===== src/rtl/fsm_cmd_arbiter.sv =====
// Round-robin arbiter that gives N_REQ requesters exclusive, timed access to a
// shared mode FSM, with privileged commands reserved for requester 0.
module fsm_cmd_arbiter #(
    parameter int unsigned N_REQ    = 2,
    parameter int unsigned CMD_W    = 3,
    parameter int unsigned SETTLE   = 2,
    parameter int unsigned PRIV_MIN = 4
) (
    input  logic                   clk,
    input  logic                   rst_n,
    input  logic [N_REQ-1:0]       req,
    input  logic [N_REQ*CMD_W-1:0] cmd,
    output logic [N_REQ-1:0]       gnt,
    output logic [N_REQ-1:0]       done,
    output logic [CMD_W-1:0]       rsp,
    output logic                   err,
    output logic                   busy,
    output logic [CMD_W-1:0]       fsm_in,
    input  logic [CMD_W-1:0]       fsm_out
);

    localparam int unsigned      PTR_W     = (N_REQ > 1) ? $clog2(N_REQ) : 1;
    localparam logic [CMD_W-1:0] PRIV_CMD  = CMD_W'(PRIV_MIN);
    localparam logic [2:0]       SETTLE_LD = 3'(SETTLE - 1);

    typedef enum logic [2:0] {
        StIdle    = 3'd0,
        StGrant   = 3'd1,
        StSettle  = 3'd2,
        StCapture = 3'd3
    } state_e;

    // Held as a raw vector so codes 4..7 can appear and be recovered from.
    logic [2:0]       state_q, state_d;
    logic [PTR_W-1:0] owner_q, owner_d;
    logic [PTR_W-1:0] ptr_q, ptr_d;
    logic [CMD_W-1:0] cmd_q, cmd_d;
    logic [CMD_W-1:0] rsp_q, rsp_d;
    logic [CMD_W-1:0] fsm_in_q, fsm_in_d;
    logic [2:0]       cnt_q, cnt_d;
    logic             viol_q, viol_d;

    logic [CMD_W-1:0] cmd_arr [N_REQ];
    logic [N_REQ-1:0] owner_oh;
    logic [PTR_W-1:0] pick;
    logic [PTR_W-1:0] idx;
    logic             found;

    for (genvar i = 0; i < N_REQ; i++) begin : g_cmd_unpack
        assign cmd_arr[i] = cmd[i*CMD_W +: CMD_W];
    end

    assign owner_oh = N_REQ'(1) << owner_q;

    // Round-robin search starting just after the last served owner.
    always_comb begin
        found = 1'b0;
        pick  = '0;
        idx   = '0;
        for (int k = 1; k <= int'(N_REQ); k++) begin
            idx = PTR_W'((int'(ptr_q) + k) % int'(N_REQ));
            if (!found && req[idx]) begin
                found = 1'b1;
                pick  = idx;
            end
        end
    end

    always_comb begin
        state_d  = state_q;
        owner_d  = owner_q;
        ptr_d    = ptr_q;
        cmd_d    = cmd_q;
        rsp_d    = rsp_q;
        fsm_in_d = fsm_in_q;
        cnt_d    = cnt_q;
        viol_d   = viol_q;
        gnt      = '0;
        done     = '0;
        err      = 1'b0;

        case (state_q)
            StIdle: begin
                if (found) begin
                    owner_d = pick;
                    cmd_d   = cmd_arr[pick];
                    state_d = StGrant;
                end
            end
            StGrant: begin
                gnt = owner_oh;
                if (owner_q != '0 && cmd_q >= PRIV_CMD) begin
                    viol_d  = 1'b1;
                    rsp_d   = '0;
                    state_d = StCapture;
                end else begin
                    viol_d   = 1'b0;
                    fsm_in_d = cmd_q;
                    cnt_d    = SETTLE_LD;
                    state_d  = StSettle;
                end
            end
            StSettle: begin
                if (cnt_q == '0) begin
                    rsp_d   = fsm_out;
                    state_d = StCapture;
                end else begin
                    cnt_d = cnt_q - 3'd1;
                end
            end
            StCapture: begin
                done    = owner_oh;
                err     = viol_q;
                ptr_d   = owner_q;
                state_d = StIdle;
            end
            default: state_d = StIdle;
        endcase
    end

    always_ff @(posedge clk) begin
        if (!rst_n) begin
            state_q  <= StIdle;
            owner_q  <= '0;
            ptr_q    <= PTR_W'(N_REQ - 1);
            cmd_q    <= '0;
            rsp_q    <= '0;
            fsm_in_q <= '0;
            cnt_q    <= '0;
            viol_q   <= 1'b0;
        end else begin
            state_q  <= state_d;
            owner_q  <= owner_d;
            ptr_q    <= ptr_d;
            cmd_q    <= cmd_d;
            rsp_q    <= rsp_d;
            fsm_in_q <= fsm_in_d;
            cnt_q    <= cnt_d;
            viol_q   <= viol_d;
        end
    end

    assign rsp    = rsp_q;
    assign fsm_in = fsm_in_q;
    assign busy   = (state_q != StIdle);

endmodule


===== config.mk =====
export PLATFORM = sky130hd
export DESIGN_NAME = fsm_cmd_arbiter
export DESIGN_NICKNAME = d
export VERILOG_FILES = /design/src/rtl/fsm_cmd_arbiter.sv
export SDC_FILE = /design/constraint.sdc
export NUM_CORES = 1
export LEC_CHECK = 0
export BUFFER_PORTS_ARGS = -buffer_cell sky130_fd_sc_hd__buf_4
export CORE_UTILIZATION = 49
export CTS_BUF_LIST = sky130_fd_sc_hd__clkbuf_4 sky130_fd_sc_hd__clkbuf_8 sky130_fd_sc_hd__clkbuf_16
export CTS_CLUSTER_DIAMETER = 100
export CTS_CLUSTER_SIZE = 24
export DETAILED_ROUTE_END_ITERATION = 12
export HOLD_SLACK_MARGIN = 0.05
export PLACE_DENSITY = 0.76
export REMOVE_ABC_BUFFERS = 1
export SYNTH_ARGS = -nofsm -noshare
export SYNTH_HDL_FRONTEND = slang
export SYNTH_SLANG_ARGS = --single-unit
export TNS_END_PERCENT = 5

===== constraint.sdc =====
create_clock -name clk -period 1.6 [get_ports clk]
set_input_delay 0.48 -clock clk [delete_from_list [all_inputs] [get_ports clk]]
set_output_delay 0.48 -clock clk [all_outputs]
set_load 0.02 [all_outputs]

==> metrics.md <==
| Metric | Value |
|---|---|
| Clock sinks | `17` |
| Quantity of I/O buffers inserted on ports | `24` |
| Overall power | `slightly above 2000 uW` |
| Area Overhead vs Synth | `39.7%` |
| First-pass GRT wire length | `about 3300 um` |
| Via Count | `771` |
| Final worst slack | `-0.0485 ns` |
| Post-DRT Antenna Nets | `0` |
| Wirelength per Cell | `12.6 um` |
| Cts bufs inserted | `3` |
| Crit. End Element | `primary output` |
| Number of diodes | `0` |
| Status | `finished, violations left` |
| Initial antenna violation count | `0` |
| Max_cap viols | `0` |
| Tmin final | `about 1.6 ns` |
| DP HPWL | `roughly 1300 um` |
| Post-synth EDFFs | `0` |
| Nets@finish | `148` |
| Top-count cell post-synth | `dfxtp_1` |
| Drt drc | `0` |
| Total GRT Usage | `0.228` |
| Max Slew Vio Count | `0` |
| List of most frequent post-synthesis cells | `dfxtp_1, nor2b_1, inv_1` |
| # IOs | `25` |
| H-tree depth | `1` |
| Share of cells above drive strength 1 | `0.402` |
| Initial drt markers | `10` |
| CTS root buf | `clkbuf_4` |
| DP Area | `between 1000 and 1500 um2` |
| Fin Clk Skew | `about 0.0067 ns` |
| Measured slew at the worst slew-check pin | `0.271 ns` |
| CP Data Arrival Time | `between 1 and 1.5 ns` |
| DR pass1 iterations | `4` |
| Type of origin of the critical path | `flip-flop` |
| RSZ-0062 raised after global routing | `yes` |
| Crit path max fanout | `4` |
| P_leak | `0.000528 uW` |
| Largest net degree at the start of global routing | `21` |
| VDD IR max | `0.00105 V` |
| Placed cells | `142` |
| Yosys cell types | `25` |
| Hold Path Class | `in2reg` |
| Fraction of registers with async set/reset | `0` |
| GPL Wtd Cong | `slightly below 0.7` |
| Overflow left after global routing | `0` |
| Pwr per Cell Area | `1690 nW/um2` |
| Final hold violations | `0` |
| Rel. slew slack | `0.818` |
| Top-area cell type share of the netlist area | `0.388` |
| Vias per inst | `slightly above 5` |
| Vert. Die Dim | `44.3 um` |
| Initial Utilization | `0.550` |
| Mapped Cells | `96` |
| Cell Count, Final, Fillers Out | `151` |
| Hold_buf cts | `0` |
| Max Freq | `607 MHz` |
| Clock Path Buffers | `2` |
| Failing checks | `setup timing` |
| Die Area | `1960 um2` |
| Clock-pin slew on the worst setup and hold paths | `0.11 ns` |
| Seq cells post-synth | `17` |
| Core area | `1590 um2` |
| WP data required | `around 1.1 ns` |
| Detailed Route WL | `between 1500 and 2000 um` |
| Main flop type after synthesis | `dfxtp_1` |
| Vias in the first global route | `739` |
| Pre-CTS setup slack | `0.0948 ns` |
| Setup_tns | `-0.122 ns` |
| Setup violations, final | `5` |
| CP Class | `reg2out` |
| CTS tree | `built` |
| Fin area | `1220 um2` |
| Clk Latency, worst-skew pair | `0.30 ns` |
| Synth Cell Area | `877 um2` |
| Post-synthesis average cell area | `9.14 um2` |
| Die Span X | `between 40 and 50 um` |
| Area contributors post-synth | `dfxtp_1, ha_1, mux2i_1` |
| Post-synth top area cell | `dfxtp_1` |
| Yosys warns | `0` |
| Standard-cell rows | `14` |
| Final period util | `1.03` |
| Seq/Total Area, Yosys | `0.388` |
## cell usage in the layout (no fill, tap or decap), types with 2 or more instances in the layout
cell type  netlist  layout
inv_2            0       2
inv_1            8       5
nor2_1           6       5
ha_4             0       3
clkbuf_4         0       3
nand3b_1         2       2
buf_4            0      24
nor2b_1          9       9
nand2_1          5       5
dfxtp_4          0       2
and2_4           0       2
mux2i_1          7       7
a21boi_2         2       2
ha_1             7       3
dfxtp_1         17      14
nand3_1          4       4
buf_6            0       5
a22oi_1          3       3
a21oi_1          7       7
o21ai_0          5       5
## routing by layer
metal,track usage,up-vias,part of all wire
met5,0,-,0
met4,0.0788,0,0.012
met3,0.0286,4,0.035
met2,0.403,20,0.50
met1,0.284,352,0.45
li1,-,395,-
## through the flow
step,utilization,hold slack [ns]
final,0.768,0.450
after global routing,0.768,0.463
after CTS,0.767,0.459
after detailed placement,0.677,0.461
after global placement,0.677,0.459
after floorplan,-,0.439
## final timing paths
| kind | cells after the start | end | from | slack [ns] |
|---|---|---|---|---|
| setup / recovery | 4 | gnt[1] | state_q[1]$_SDFFE_PN0P_ | -0.05 |
| hold / removal | 3 | rsp[2]$_SDFFE_PN0P_ | fsm_out[2] | 0.45 |
| setup reg to reg | 7 | rsp[0]$_SDFFE_PN0P_ | state_q[1]$_SDFFE_PN0P_ | 0.07 |
| hold reg to reg | 2 | viol_q$_SDFFE_PN0P_ | viol_q$_SDFFE_PN0P_ | 0.47 |
## power breakdown
part           internal (uW)  switching [uW]
combinational            570             591
clock                   93.0             149
sequential               552             115
total                   1220             855
## worst max-delay path: stages, from the launching register on
cell and delay, ns:
dfxtp_4 0.40, inv_4 0.05, ha_4 0.16, and2_4 0.15, buf_6 0.12
## registers in the layout, summed over array words and instances (netlist names)
register	flops
fsm_in	3
cnt_q	3
rsp	3
viol_q	1
owner_q	1
cmd_q	3
ptr_q	1
state_q	2
## what timing repair did
| action | in CTS | in global routing |
|---|---|---|
| buffers inserted | 5 | 0 |
| pin swaps | 2 | 2 |
| gates resized for setup | 24 | 1 |
| endpoints found under the setup margin | 6 | 9 |
## cells by family (layout without fill, tap and decap cells)
group | Yosys count | in the layout | share of synthesized area
AOI/OAI and AO/OA | 23 | 23 | 0.181
adders and majority gates | 7 | 7 | 0.0999
buffers and inverters | 10 | 41 | 0.0428
DFF | 17 | 17 | 0.388
muxes | 7 | 7 | 0.0799
and+or+nand+nor | 32 | 32 | 0.208
## area by class of cell
| cell class | count | area (um2) |
|---|---|---|
| fill | 128 | 369 |
| sequential | 17 | 349 |
| clock inverter | 1 | 5.00 |
| tap | 24 | 30.0 |
| inverter | 8 | 32.5 |
| timing repair buffer | 29 | 236 |
| clock buffer | 3 | 22.5 |
| multi-input combinational | 69 | 549 |
No activity file was read; power rests on OpenSTA's default activity.
